`config.mk`:
```
export PLATFORM = sky130hd
export DESIGN_NAME = alu_seq_exec_flat
export DESIGN_NICKNAME = d
export VERILOG_FILES = /design/src/rtl/alu_pkg.sv /design/src/rtl/alu_seq_exec_if.sv /design/src/rtl/alu_mul_seq.sv /design/src/rtl/alu_seq_exec.sv /design/src/flat_wrapper.sv
export SDC_FILE = /design/constraint.sdc
export NUM_CORES = 1
export LEC_CHECK = 0
export CAP_MARGIN = 20
export CELL_PAD_IN_SITES_DETAIL_PLACEMENT = 0
export CELL_PAD_IN_SITES_GLOBAL_PLACEMENT = 2
export CORE_UTILIZATION = 39
export DETAILED_ROUTE_END_ITERATION = 8
export GPL_ROUTABILITY_DRIVEN = 0
export MAX_ROUTING_LAYER = met4
export PLACE_DENSITY_LB_ADDON = 0.1
export RECOVER_POWER = 25
export SKIP_LAST_GASP = 1
export SYNTH_ARGS = -nofsm -noshare
export SYNTH_HDL_FRONTEND = slang
export SYNTH_SLANG_ARGS = --single-unit
```
`constraint.sdc`:
```
create_clock -name clk_i -period 13.7 [get_ports clk_i]
set_input_delay 2.055 -clock clk_i [delete_from_list [all_inputs] [get_ports clk_i]]
set_output_delay 2.055 -clock clk_i [all_outputs]
set_load 0.005 [all_outputs]
```
`src/rtl/alu_pkg.sv`:
```
// Shared ALU control codes, FSM encoding and datapath width for the EX-stage
// execution unit and the ALU control decoder.
package alu_pkg;
    localparam int DATA_W = 32;

    localparam logic [3:0] ALU_AND  = 4'd0;
    localparam logic [3:0] ALU_OR   = 4'd1;
    localparam logic [3:0] ALU_LW   = 4'd2;
    localparam logic [3:0] ALU_SW   = 4'd3;
    localparam logic [3:0] ALU_ADDU = 4'd4;
    localparam logic [3:0] ALU_SUBU = 4'd5;
    localparam logic [3:0] ALU_SLT  = 4'd6;
    localparam logic [3:0] ALU_BLEZ = 4'd7;
    localparam logic [3:0] ALU_SRA  = 4'd8;
    localparam logic [3:0] ALU_SRAV = 4'd9;
    localparam logic [3:0] ALU_LUI  = 4'd10;
    localparam logic [3:0] ALU_SLTU = 4'd11;
    localparam logic [3:0] ALU_SLL  = 4'd12;
    localparam logic [3:0] ALU_SMUL = 4'd13;
    localparam logic [3:0] ALU_BGTZ = 4'd14;

    typedef enum logic {
        ST_IDLE = 1'b0,
        ST_MUL  = 1'b1
    } state_t;
endpackage

```
`src/rtl/alu_seq_exec_if.sv`:
```
// Request/response bundle between the EX pipeline stage and alu_seq_exec.
interface alu_seq_exec_if;
    import alu_pkg::*;

    logic              start_i;
    logic [3:0]        ctrl_i;
    logic [DATA_W-1:0] src1_i;
    logic [DATA_W-1:0] src2_i;
    logic [DATA_W-1:0] result_o;
    logic              zero_o;
    logic              busy_o;
    logic              done_o;

    modport master (
        output start_i, ctrl_i, src1_i, src2_i,
        input  result_o, zero_o, busy_o, done_o
    );

    modport slave (
        input  start_i, ctrl_i, src1_i, src2_i,
        output result_o, zero_o, busy_o, done_o
    );
endinterface

```
`src/rtl/alu_mul_seq.sv`:
```
// Iterative shift-add multiplier: one partial product per step, 32 steps.
// Only the low word is kept, which is the same for signed and unsigned operands.
module alu_mul_seq
    import alu_pkg::*;
(
    input  logic              clk,
    input  logic              rst,
    input  logic              load,
    input  logic [DATA_W-1:0] src1,
    input  logic [DATA_W-1:0] src2,
    input  logic              step,
    output logic [DATA_W-1:0] acc,
    output logic              last
);
    logic [DATA_W-1:0] mcand;
    logic [DATA_W-1:0] mplier;
    logic [DATA_W-1:0] acc_q;
    logic [5:0]        cnt;

    // acc already includes this step's partial product, so the caller can
    // capture the final product on the same edge that retires the last step.
    assign acc  = acc_q + (mplier[0] ? mcand : '0);
    assign last = (cnt == 6'd31);

    always_ff @(posedge clk or posedge rst) begin
        if (rst) begin
            mcand  <= '0;
            mplier <= '0;
            acc_q  <= '0;
            cnt    <= '0;
        end else if (load) begin
            mcand  <= src1;
            mplier <= src2;
            acc_q  <= '0;
            cnt    <= '0;
        end else if (step) begin
            acc_q  <= acc;
            mcand  <= mcand << 1;
            mplier <= mplier >> 1;
            cnt    <= cnt + 6'd1;
        end
    end
endmodule

```
`src/rtl/alu_seq_exec.sv`:
```
// EX-stage execution unit: single-cycle ALU ops plus a 32-cycle sequential SMUL
// behind a start/busy/done handshake.
module alu_seq_exec
    import alu_pkg::*;
(
    input  logic             clk_i,
    input  logic             rst_i,
    alu_seq_exec_if.slave    bus
);
    state_t            state;
    logic [DATA_W-1:0] result_q;
    logic              zero_q;
    logic              done_q;

    logic [DATA_W-1:0] res_c;
    logic              zero_c;
    logic [DATA_W-1:0] diff;
    logic [4:0]        shamt;

    logic              mul_load;
    logic              mul_step;
    logic [DATA_W-1:0] mul_acc;
    logic              mul_last;

    assign diff  = bus.src1_i - bus.src2_i;
    assign shamt = bus.src1_i[4:0];

    always_comb begin
        res_c  = '0;
        zero_c = 1'b0;
        unique case (bus.ctrl_i)
            ALU_AND:                   res_c = bus.src1_i & bus.src2_i;
            ALU_OR:                    res_c = bus.src1_i | bus.src2_i;
            ALU_LW, ALU_SW, ALU_ADDU:  res_c = bus.src1_i + bus.src2_i;
            ALU_SUBU, ALU_BLEZ,
            ALU_BGTZ:                  res_c = diff;
            ALU_SLT:  res_c = {{(DATA_W-1){1'b0}}, ($signed(bus.src1_i) < $signed(bus.src2_i))};
            ALU_SLTU: res_c = {{(DATA_W-1){1'b0}}, (bus.src1_i < bus.src2_i)};
            ALU_SRA, ALU_SRAV:         res_c = $signed(bus.src2_i) >>> shamt;
            ALU_SLL:                   res_c = bus.src2_i << shamt;
            ALU_LUI:                   res_c = {bus.src2_i[15:0], 16'b0};
            default:                   res_c = '0;
        endcase
        // Branch tests look only at src1's sign; code 15 never flags zero.
        if (bus.ctrl_i == ALU_BLEZ)
            zero_c = bus.src1_i[DATA_W-1] || (bus.src1_i == '0);
        else if (bus.ctrl_i == ALU_BGTZ)
            zero_c = !bus.src1_i[DATA_W-1] && (bus.src1_i != '0);
        else if (bus.ctrl_i == 4'd15)
            zero_c = 1'b0;
        else
            zero_c = (res_c == '0);
    end

    assign mul_load = (state == ST_IDLE) && bus.start_i && (bus.ctrl_i == ALU_SMUL);
    assign mul_step = (state == ST_MUL);

    alu_mul_seq u_mul (
        .clk  (clk_i),
        .rst  (rst_i),
        .load (mul_load),
        .src1 (bus.src1_i),
        .src2 (bus.src2_i),
        .step (mul_step),
        .acc  (mul_acc),
        .last (mul_last)
    );

    always_ff @(posedge clk_i or posedge rst_i) begin
        if (rst_i) begin
            state    <= ST_IDLE;
            result_q <= '0;
            zero_q   <= 1'b0;
            done_q   <= 1'b0;
        end else begin
            done_q <= 1'b0;
            unique case (state)
                ST_IDLE: begin
                    if (bus.start_i) begin
                        if (bus.ctrl_i == ALU_SMUL) begin
                            state <= ST_MUL;
                        end else begin
                            result_q <= res_c;
                            zero_q   <= zero_c;
                            done_q   <= 1'b1;
                        end
                    end
                end
                ST_MUL: begin
                    if (mul_last) begin
                        result_q <= mul_acc;
                        zero_q   <= (mul_acc == '0);
                        done_q   <= 1'b1;
                        state    <= ST_IDLE;
                    end
                end
                default: state <= ST_IDLE;
            endcase
        end
    end

    assign bus.result_o = result_q;
    assign bus.zero_o   = zero_q;
    assign bus.done_o   = done_q;
    assign bus.busy_o   = (state == ST_MUL);
endmodule

```
`src/flat_wrapper.sv`:
```
// flat-port wrapper written by rule: the top's interface ports become plain ports
module alu_seq_exec_flat import alu_pkg::*;
  (clk_i, rst_i, bus_start_i, bus_ctrl_i, bus_src1_i, bus_src2_i, bus_result_o, bus_zero_o, bus_busy_o, bus_done_o);
  alu_seq_exec_if bus_i ();
  input  logic clk_i;
  input  logic rst_i;
  input wire logic [$bits(bus_i.start_i)-1:0] bus_start_i;
  input wire logic [$bits(bus_i.ctrl_i)-1:0] bus_ctrl_i;
  input wire logic [$bits(bus_i.src1_i)-1:0] bus_src1_i;
  input wire logic [$bits(bus_i.src2_i)-1:0] bus_src2_i;
  output wire logic [$bits(bus_i.result_o)-1:0] bus_result_o;
  output wire logic [$bits(bus_i.zero_o)-1:0] bus_zero_o;
  output wire logic [$bits(bus_i.busy_o)-1:0] bus_busy_o;
  output wire logic [$bits(bus_i.done_o)-1:0] bus_done_o;
  assign bus_i.start_i = bus_start_i;
  assign bus_i.ctrl_i = bus_ctrl_i;
  assign bus_i.src1_i = bus_src1_i;
  assign bus_i.src2_i = bus_src2_i;
  assign bus_result_o = bus_i.result_o;
  assign bus_zero_o = bus_i.zero_o;
  assign bus_busy_o = bus_i.busy_o;
  assign bus_done_o = bus_i.done_o;
  alu_seq_exec u_core (.clk_i(clk_i), .rst_i(rst_i), .bus(bus_i));
endmodule
```
Yosys cells after proc, flatten, opt, wreduce, memory -nomap -nowiden
Index checks and enable logic that the tools add are counted.

Add/sub/neg operators: 4. Order comparisons: 2. Eq/ne operators: 19. Shift operators: 2. Mux-type cells: 29. Bitwise logic cells: 3. Reduce and logical (&&, ||, !) cells: 15.

Operators with widths (number): 32-bit two-way mux (10); 32-bit one-hot mux with 9 select lines (1); 32-bit logical NOT (3); 32-bit adder (2); 32-bit less-than comparator (2); 32-bit one-hot mux with 2 select lines (1); 32-bit bitwise AND (1); 4-bit == test (second input constant) (8); 32-bit OR (1); 32-bit nonzero test (1); 32-bit by 5-bit left shift with 32-bit output (1); 32-bit by 5-bit >>> shifter with 32-bit output (1); 32-bit subtractor (1); 4-bit by 3-bit == test with 1-bit output (second input constant) (4); 1-bit two-way mux (12); 6-bit two-way mux (2); 4-bit by 2-bit == test with 1-bit output (second input constant) (2); 6-bit by 1-bit adder with 6-bit output (second input constant) (1); 6-bit by 5-bit == test with 1-bit output (second input constant) (1); 2-bit inequality test (second input constant) (3); 1-bit one-hot mux with 2 select lines (3); 3-bit OR reduction (2); 4-bit by 1-bit == test with 1-bit output (second input constant) (1); 4-bit logical NOT (1); other kinds (7) (9).

Register bits: 137. Input port bits: 71. Output and inout port bits: 35. Logic and storage cells: 82.

Longest topological paths before layout
Gate-level depths: netlist of the first run.

Depth in word-level cells: 10. Depth in mapped cells: 19. Mapped depth without buffers: 14.

Modules after synthesis
Synthesis of the first run repeated with hierarchy kept, for this count alone.

Cells, all modules: 2287. Area, all modules: 18163.7 um^2.

Modules (own cells, without submodules): alu_seq_exec (instances 1, cells an instance 1521, area each 11304.6 um^2, sequential area each 875.8 um^2); alu_mul_seq (instances 1, cells an instance 766, area each 6859.1 um^2, sequential area each 2552.4 um^2).

Least setup slack after synthesis of the first run
OpenSTA, ideal clock, no wires.

Path type: input to register. Start: input port bus_src1_i[2]. End: register u_core.zero_q (netlist: u_core.bus.zero_o). Library setup time: 95 ps. Arrival: 5917 ps. Data required time: 13605 ps. Setup slack: 7687 ps. Cell stages on the path: 18. Buffers on the path: 5. Cell sequence: buf_2 inv_1 buf_2 clkbuf_1 buf_1 ha_1 buf_6 nor2_4 a2111oi_4 nor3_2 o211a_1 or3b_4 a2111oi_2 o311ai_1 or3_1 nor4b_2 nand4_1 o31ai_1.

Longest elaborated chain between the ends: 9. Elaborated cells on any way between the ends: 20.

Ends and longest elaborated chain: start: declaration (RTL line flat_wrapper.sv:9) `input wire logic [$bits(bus_i.src1_i)-1:0] bus_src1_i;`; 32-bit subtractor (tied with other cells) (RTL line alu_seq_exec.sv:25) `assign diff = bus.src1_i - bus.src2_i;`; 32-bit one-hot mux with 9 select lines (RTL line alu_seq_exec.sv:31) `unique case (bus.ctrl_i)`; 32-bit logical NOT (RTL line alu_seq_exec.sv:52) `zero_c = (res_c == '0);`; 1-bit two-way mux (RTL line alu_seq_exec.sv:49) `else if (bus.ctrl_i == 4'd15)`; 1-bit two-way mux (RTL line alu_seq_exec.sv:47) `else if (bus.ctrl_i == ALU_BGTZ)`; 1-bit two-way mux * (RTL line alu_seq_exec.sv:45) `if (bus.ctrl_i == ALU_BLEZ)`; 1-bit two-way mux * (RTL line alu_seq_exec.sv:80) `if (bus.ctrl_i == ALU_SMUL) begin`; 1-bit two-way mux * (RTL line alu_seq_exec.sv:79) `if (bus.start_i) begin`; 1-bit one-hot mux with 2 select lines * (RTL line alu_seq_exec.sv:77) `unique case (state)`; end signal: assignment (RTL line alu_seq_exec.sv:84) `zero_q <= zero_c;`; end signal: assignment (RTL line alu_seq_exec.sv:92) `zero_q <= (mul_acc == '0);`; end: declaration (RTL line alu_seq_exec.sv:12) `logic zero_q;`.

Every way passes the cells marked *; elsewhere a longest branch is shown, timed or not. The select of a mux whose other input is x is not followed. A chain may end at the register's enable or synchronous reset.

Worst setup path in the final report of the first run
Start: input port bus_src1_i[1]. End: register u_core.zero_q (netlist: u_core.bus.zero_o).

The elaborated chain is that of the path after synthesis.

==> out/qor_table.md, run 1 <==
| Quantity | Value | Unit |
| --- | --- | --- |
| Sequential group share of total power | 0.302 | - |
| Port Buffers | 105 | - |
| Core region area | 0.0457 | mm² |
| Nets in the synthesized netlist | 2658 | - |
| Final-report max-slew violation count | 71 | - |
| Synth async-reset ratio | 1.00 | - |
| Number of gates resized after cts | 0 | - |
| Post CTS Setup Buffer Count | 0 | - |
| CTS HTree Levels | 4 | - |
| Width of the chip | 218 | µm |
| Share of the synthesized area in compound gates (AO/OA/AOI/OAI) | 0.283 | - |
| Hold/Removal Path Class | reg -> reg | - |
| Number of instances in the synthesized netlist | 2453 | - |
| Fraction of final layout cells sized beyond drive strength 1 | 0.0755 | - |
| Post-synthesis mux area share | 0.121 | - |
| Clock Sinks | 137 | - |
| Die extent in y | 218 | µm |
| Deepest clock path buffer count | 2 | - |
| Placement-stage cell area | 0.0194 | mm² |
| Overall routing resource usage | 0.362 | - |
| Combinational share of power | 0.457 | - |
| Worst Path Class, Setup | in -> reg | - |
| Dominant combinational cell family by area after synthesis | compound AO/OA/AOI/OAI gates | - |
| TNS Setup | 0 | ns |
| Power per cell area | 96.2 | mW/mm² |
| Post-detailed-route via-to-cell ratio | 6.55 | - |
| Detailed-route DRC error count | 0 | - |
| Total wire length after detailed routing | 83800 | µm |
| Most common cell after layout, fill and taps aside | nand2_1 | - |
| Ports placed on the boundary | 106 | - |
| Insertion delay to the later sink of the worst-skew pair | 0.49 | ns |
| Arrival time at the worst endpoint | 7.11 | ns |
| # rows | 78 | - |
| Non-Filler Cell Area, Final | 0.0200 | mm² |
| Portion of total power attributed to the clock network | 0.241 | - |
| Final worst-path cycle share | 0.490 | - |
| Static leakage | 8.61 | nW |
| Starting density of the core | 0.398 | - |
| Warnings, synthesis | 0 | - |
| Final Net Count | 2629 | - |
| Root buffer cell | clkbuf_16 | - |
| Inserted Clock Buffers | 17 | - |
| Final global-route overflow total | 0 | - |
| Routed len/inst | 27.6 | µm |
| Antenna diodes | 0 | - |
| Setup violations, final | 0 | - |
| Routed via count | 19900 | - |
| Clock skew | 0.0102 | ns |
| Flops & latches, synth | 137 | - |
| Primary flip-flop cell chosen by synthesis mapping | dfrtp_1 | - |
| Wire length of the first global-routing pass | 124000 | µm |
| Final hold viol count | 0 | - |
| Post-synth design cell area | 0.0182 | mm² |
| Portion of the post-synthesis area used by sequential elements | 0.188 | - |
| DRC marker count from the first detailed-route iteration | 2575 | - |
| Required time of the critical path | 14.09 | ns |
| Maximum number of pins on one net before global-route repair | 87 | - |
| Simple-gate area share of the yosys netlist | 0.223 | - |
| XOR/XNOR Fraction of Synth Area | 0.0193 | - |
| Net switching share of the total power | 0.429 | - |
| Number of maximum-capacitance constraint violations | 1 | - |
| Final HPWL DP | 63400 | µm |
| Highest ir drop seen on vdd | 97.3 | µV |
| Count of TritonRoute iterations in the first routing pass | 9 | - |
| Post-synthesis area per instance | 7.42 | µm² |
| Initial antenna violation count | 0 | - |
| Failing checks | capacitance limit, slew limit | - |
| CTS Hold Bufs | 0 | - |
| Clock tree from TritonCTS | done | - |
| Relative slew slack | -1.19 | - |
| Outcome | finished with violations | - |
| Highest achievable clock rate | 149 | MHz |
| Die ar. | 0.0475 | mm² |
| Antenna Violating Nets Remaining | 0 | - |
| Startpoint class of the critical path | primary input | - |
| Clock slew seen by the registers of the worst setup and hold paths | 0.06 | ns |
| Cell Int Power | 1.10 | mW |
| Synth unique cells | 99 | - |
| Number of enable-type register cells in the synthesized netlist | 0 | - |
| Number of global-route vias before repair | 18700 | - |
| Post-synthesis adder-cell area fraction | 0.0934 | - |
| Switching power summed over all nets | 0.824 | mW |
| Post-layout min period | 6.71 | ns |
| Slew @ Worst Pin | 3.27 | ns |
| Commonest cells after routing, fill and taps aside | 302 x nand2_1, 241 x o21ai_0, 207 x nor2_1 | - |
| Critical path peak fanout | 75 | - |
| Area grow syn2layout | 9.76 | % |
| Crit end category | register | - |
| RSZ-0062 raised after global routing | no | - |
-- cells in the mapped netlist, types with 9 or more instances --
master,number,share of area
nand2_1,302,0.062
o21ai_0,241,0.066
nor2_1,208,0.043
a21oi_1,192,0.053
dfrtp_1,137,0.19
ha_1,131,0.090
clkbuf_1,121,0.025
inv_1,114,0.024
mux2i_1,105,0.058
nand3_1,74,0.020
nor3_1,52,0.014
and2_1,42,0.014
a21o_1,41,0.017
o211ai_1,36,0.015
a211oi_1,35,0.014
buf_2,34,0.0094
mux4_2,34,0.042
a22oi_1,29,0.012
mux2_2,29,0.018
xnor2_1,28,0.013
a31oi_1,26,0.0089
nand4_1,26,0.0089
nor2b_1,26,0.0089
nor4_1,24,0.0083
o22ai_1,24,0.0083
buf_1,21,0.0043
nand2b_1,20,0.0069
or3_1,17,0.0058
o21bai_1,16,0.0066
a211o_1,15,0.0072
a221oi_1,14,0.0067
o21a_1,12,0.0050
or2_2,12,0.0041
xor2_1,12,0.0058
o221ai_1,11,0.0053
o31ai_1,11,0.0045
and3_1,10,0.0034
o2111ai_1,9,0.0043
-- power groups by stage --
stage	sequential [mW]	combinational (mW)	clock (mW)
finish	0.581	0.878	0.462
global route	0.594	0.945	0.490
CTS	0.581	0.864	0.476
detailed placement	0.587	0.860	0
global placement	0.585	0.859	0
floorplan	0.565	0.548	0
-- worst paths after layout --
check,to,slack (ns),depth (start not counted),from
hold / removal,u_core.bus.result_o[21]$_DFFE_PP0P_,0.47,2,u_core.bus.result_o[21]$_DFFE_PP0P_
hold reg to reg,u_core.bus.result_o[21]$_DFFE_PP0P_,0.47,2,u_core.bus.result_o[21]$_DFFE_PP0P_
max in group asynchronous,u_core.u_mul.mplier[7]$_DFFE_PP0P_,8.69,3,rst_i
setup reg to reg,u_core.bus.zero_o$_DFFE_PP0P_,8.74,14,u_core.u_mul.mplier[0]$_DFFE_PP0P_
min in group asynchronous,u_core.u_mul.cnt[2]$_DFFE_PP0P_,2.97,2,rst_i
setup / recovery,u_core.bus.zero_o$_DFFE_PP0P_,6.99,16,bus_src1_i[1]
-- layout make-up --
class                           count  area, µm²
Fill cell                        4788      25700
Multi-Input combinational cell   2008      13500
Sequential cell                   137       3430
Timing Repair Buffer              143       1310
Tap cell                          600        751
Clock buffer                       22        474
Inverter                          117        440
Clock inverter                     10       91.3
-- metal layers --
| metal | share of wire | track usage | vias to the layer above |
|---|---|---|---|
| li1 | - | - | 8943 |
| met1 | 0.42 | 0.479 | 9505 |
| met2 | 0.42 | 0.514 | 1198 |
| met3 | 0.094 | 0.0665 | 241 |
| met4 | 0.059 | 0.203 | 0 |
| met5 | 0 | - | - |
-- state kept, by name, summed over array words and instances (netlist names) --
name                 count
u_core.u_mul.acc_q      32
u_core.u_mul.cnt         6
u_core.bus.result_o     32
u_core.bus.done_o        1
u_core.bus.busy_o        1
u_core.bus.zero_o        1
u_core.u_mul.mcand      32
u_core.u_mul.mplier     32
-- logic make-up after synthesis --
group	count (synthesis)
adder cells (fa/ha/maj)	134
multiplexers	172
AO/OA/AOI/OAI	805
XOR/XNOR	40
buffers and inverters	308
AND/OR/NAND/NOR	857
flip-flops	137
-- critical path, cell delays in order --
cell      delay (ns)
buf_2           0.08
buf_4           0.66
clkinv_1        0.15
buf_4           0.34
fa_1            0.51
nand2b_1        0.18
a21o_1          0.21
a31oi_1         0.47
o21ba_2         0.30
nor4_1          0.07
a221o_1         0.29
nor4b_1         0.59
nand4_1         0.33
nor4_1          0.46
nand4_1         0.15
o31ai_1         0.21
-- stage by stage --
step | total power, mW | std cells | util | setup WS [ns] | hold slack, ns
floorplan | 1.11 | 2453 | - | 7.69 | 0.450
global placement | 1.44 | 3004 | 0.425 | 6.70 | 0.461
detailed placement | 1.45 | 3005 | 0.425 | 6.73 | 0.468
CTS | 1.92 | 3037 | 0.437 | 7.25 | 0.483
global route | 2.03 | 3037 | 0.437 | 6.78 | 0.494
finish | 1.92 | 3037 | 0.437 | 6.99 | 0.469
Power figures use the tool's default switching activity.
==> run 2, diff against run 1 <==
--- a/config.mk
+++ b/config.mk
@@ -8,7 +8,7 @@
 export CAP_MARGIN = 20
 export CELL_PAD_IN_SITES_DETAIL_PLACEMENT = 0
 export CELL_PAD_IN_SITES_GLOBAL_PLACEMENT = 2
-export CORE_UTILIZATION = 39
+export CORE_UTILIZATION = 37
 export DETAILED_ROUTE_END_ITERATION = 8
 export GPL_ROUTABILITY_DRIVEN = 0
 export MAX_ROUTING_LAYER = met4
==> constraint.sdc (replaced) <==
create_clock -name clk_i -period 7 [get_ports clk_i]
set_input_delay 1.05 -clock clk_i [delete_from_list [all_inputs] [get_ports clk_i]]
set_output_delay 1.05 -clock clk_i [all_outputs]
set_load 0.005 [all_outputs]
==> run 2 against run 1 <==
The run still ends with capacitance limit, slew limit left. Clock skew down 0.0019 ns. Utilization down 1.7 points. Critical path depth down 2. Highest routed layer unchanged.
==> out/qor_table.md, run 2 (synthesis results as in run 1) <==
| Quantity | Value | Unit | vs previous |
| --- | --- | --- | --- |
| Outcome | finished with violations | - | unchanged |
| Failing checks | capacitance limit, slew limit | - | unchanged |
| Clock tree from TritonCTS | done | - | unchanged |
| Required time of the critical path | 7.39 | ns | was 14.09 ns |
| Core region area | 0.0481 | mm² | was 0.0457 mm² |
| Fraction of final layout cells sized beyond drive strength 1 | 0.0819 | - | was 0.0755 |
| Final-report max-slew violation count | 70 | - | was 71 |
| Final worst-path cycle share | 0.804 | - |  |
| Insertion delay to the later sink of the worst-skew pair | 0.48 | ns | was 0.49 ns |
| Final HPWL DP | 65400 | µm | was 63400 µm |
| Width of the chip | 224 | µm | was 218 µm |
| Initial antenna violation count | 3 | - | was 0 |
| Clock slew seen by the registers of the worst setup and hold paths | 0.06 | ns | about the same |
| Routed via count | 20100 | - | was 19900 |
| Wire length of the first global-routing pass | 127000 | µm | was 124000 µm |
| Clock Sinks | 137 | - | unchanged |
| Highest ir drop seen on vdd | 163 | µV | was 97.3 µV |
| Worst Path Class, Setup | in -> reg | - | unchanged |
| Setup violations, final | 0 | - | unchanged |
| Number of gates resized after cts | 0 | - | unchanged |
| Die ar. | 0.0501 | mm² | was 0.0475 mm² |
| Combinational share of power | 0.450 | - | was 0.457 |
| Root buffer cell | clkbuf_16 | - | unchanged |
| Crit path largest cell delay | 0.86 | ns | was 0.66 ns |
| Overall routing resource usage | 0.350 | - | was 0.362 |
| Commonest cells after routing, fill and taps aside | 302 x nand2_1, 241 x o21ai_0, 207 x nor2_1 | - | unchanged |
| Number of global-route vias before repair | 18700 | - | about the same |
| Power per cell area | 190 | mW/mm² | was 96.2 mW/mm² |
| Hold/Removal Path Class | reg -> reg | - | unchanged |
| # rows | 80 | - | was 78 |
| Worst hold slack | 0.472 | ns | was 0.469 ns |
| TNS Setup | 0 | ns | unchanged |
| Routed len/inst | 27.6 | µm | about the same |
| Slew @ Worst Pin | 3.23 | ns | was 3.27 ns |
| Post-detailed-route via-to-cell ratio | 6.44 | - | was 6.55 |
| Cell Int Power | 2.23 | mW | was 1.10 mW |
| Static leakage | 8.72 | nW | was 8.61 nW |
| DRC marker count from the first detailed-route iteration | 2466 | - | was 2575 |
| Total wire length after detailed routing | 85800 | µm | was 83800 µm |
| Final Net Count | 2646 | - | was 2629 |
| Count of TritonRoute iterations in the first routing pass | 6 | - | was 9 |
| Antenna Violating Nets Remaining | 0 | - | unchanged |
| Maximum number of pins on one net before global-route repair | 93 | - | was 87 |
| CP cell instances | clkdlybuf4s50_1, inv_1, ha_1, nor3_1, o311ai_1, nand3_1, xnor2_1, a2111oi_0, o211ai_1, a2111oi_0, nand4_1, nor4_1, nand4_1, o31ai_1 | - | was buf_2, buf_4, clkinv_1, buf_4, fa_1, nand2b_1, a21o_1, a31oi_1, o21ba_2, nor4_1, a221o_1, nor4b_1, nand4_1, nor4_1, nand4_1, o31ai_1 |
| Ports placed on the boundary | 106 | - | unchanged |
| Reg-to-reg slack, setup | 2.06 | ns | was 8.74 ns |
| Power consumption | 3.84 | mW | was 1.92 mW |
| Area grow syn2layout | 11.2 | % | was 9.76% |
| Final global-route overflow total | 0 | - | unchanged |
| Number of maximum-capacitance constraint violations | 1 | - | unchanged |
| Post CTS Setup Buffer Count | 0 | - | unchanged |
| Family with the most delay on the worst path | compound AO/OA/AOI/OAI gates | - | was simple AND/OR/NAND/NOR gates |
| CTS HTree Levels | 4 | - | unchanged |
| Startpoint class of the critical path | primary input | - | unchanged |
| Critical path peak fanout | 10 | - | was 75 |
| Deepest clock path buffer count | 2 | - | unchanged |
| Net switching share of the total power | 0.420 | - | was 0.429 |
| Port Buffers | 105 | - | unchanged |
| Die extent in y | 224 | µm | was 218 µm |
| Sequential group share of total power | 0.295 | - | was 0.302 |
| Arrival time at the worst endpoint | 6.02 | ns | was 7.11 ns |
| Starting density of the core | 0.378 | - | was 0.398 |
| Inserted Clock Buffers | 17 | - | unchanged |
| Switching power summed over all nets | 1.61 | mW | was 0.824 mW |
| Most common cell after layout, fill and taps aside | nand2_1 | - | unchanged |
| Slowest cell on the critical path | clkdlybuf4s50_1 | - | was buf_4 |
| Filler cell count in the final layout | 5069 | - | was 4788 |
| Final hold viol count | 0 | - | unchanged |
| Clock skew | 0.00827 | ns | was 0.0102 ns |
| Detailed-route DRC error count | 0 | - | unchanged |
| Post-layout min period | 5.63 | ns |  |
| Portion of total power attributed to the clock network | 0.254 | - | was 0.241 |
| CTS Hold Bufs | 0 | - | unchanged |
| Crit end category | register | - | unchanged |
| Relative slew slack | -1.16 | - | was -1.19 |
| Worst Path Buf+Inv | 2 | - | was 4 |
| Highest achievable clock rate | 178 | MHz |  |
| RSZ-0062 raised after global routing | no | - | unchanged |
## run 2: cell types whose count changed in the layout (fill, tap and decap cells not counted)
cell,previous run,this run
buf_12,0,1
clkinv_4,1,0
buf_4,38,54
diode_2,0,3
dlygate4sd3_1,9,10
clkdlybuf4s50_1,91,90
clkinvlp_4,2,3
clkinv_2,4,2
bufinv_16,1,3
## run 2: worst register-to-register path: stages, from the launching register on
cell and delay (ns):
dfrtp_1 0.37, buf_4 0.23, and2_1 0.23, ha_1 0.22
fa_1 0.46, a211oi_1 0.28, o21ai_1 0.26, or4_1 0.56
nand4_1 0.15, nand4b_1 0.12, nor4b_1 0.54, nor4bb_1 0.65
nand4b_1 0.26, nor4_1 0.27, a41oi_1 0.17, o31ai_1 0.09
## run 2: worst paths after layout
kind | start | to | depth (start not counted)
setup / recovery | bus_src2_i[2] | u_core.bus.zero_o$_DFFE_PP0P_ | 14
hold / removal | u_core.bus.result_o[24]$_DFFE_PP0P_ | u_core.bus.result_o[24]$_DFFE_PP0P_ | 2
setup reg to reg | u_core.u_mul.mplier[0]$_DFFE_PP0P_ | u_core.bus.zero_o$_DFFE_PP0P_ | 15
hold reg to reg | u_core.bus.result_o[24]$_DFFE_PP0P_ | u_core.bus.result_o[24]$_DFFE_PP0P_ | 2
max in group asynchronous | rst_i | u_core.u_mul.mplier[1]$_DFFE_PP0P_ | 3
min in group asynchronous | rst_i | u_core.bus.result_o[22]$_DFFE_PP0P_ | 2
## run 2: power by group through the flow
stage / clock [mW] / combinational (mW) / sequential [mW]
CTS: 0.999 / 1.70 / 1.13
detailed placement: 0 / 1.69 / 1.15
finish: 0.975 / 1.73 / 1.13
global route: 1.03 / 1.86 / 1.16
global placement: 0 / 1.69 / 1.14
floorplan: 0 / 1.07 / 1.11
## run 2: cell type report
cell class / count / area, µm² / area share
Timing Repair Buffer: 160 / 1450 / 0.0717
Antenna cell: 3 / 7.51 / 0.000371
Sequential cell: 137 / 3430 / 0.170
Clock inverter: 10 / 140 / 0.00692
Clock buffer: 22 / 474 / 0.0234
Inverter: 117 / 440 / 0.0218
Tap cell: 656 / 821 / 0.0406
Multi-Input combinational cell: 2008 / 13500 / 0.666
## run 2: through the flow
stage          cell area [µm²]  worst slack (ns)  instances   util
3_3_place_gp             19600              1.16       3077  0.407
3_5_place_dp             19600              1.13       3078  0.408
6_report                 20200              1.37       3113  0.420
4_1_cts                  20200              1.63       3110  0.420
5_1_grt                  20200              1.14       3113  0.420
2_1_floorplan            18200              1.99       2453      -
## run 2: metal layers
| layer | up-vias | global-route usage | wire [µm] |
|---|---|---|---|
| li1 | 8957 | - | - |
| met1 | 9670 | 0.456 | 36400 |
| met2 | 1229 | 0.514 | 36800 |
| met3 | 195 | 0.0773 | 8400 |
| met4 | 0 | 0.165 | 4210 |
| met5 | - | - | 0 |
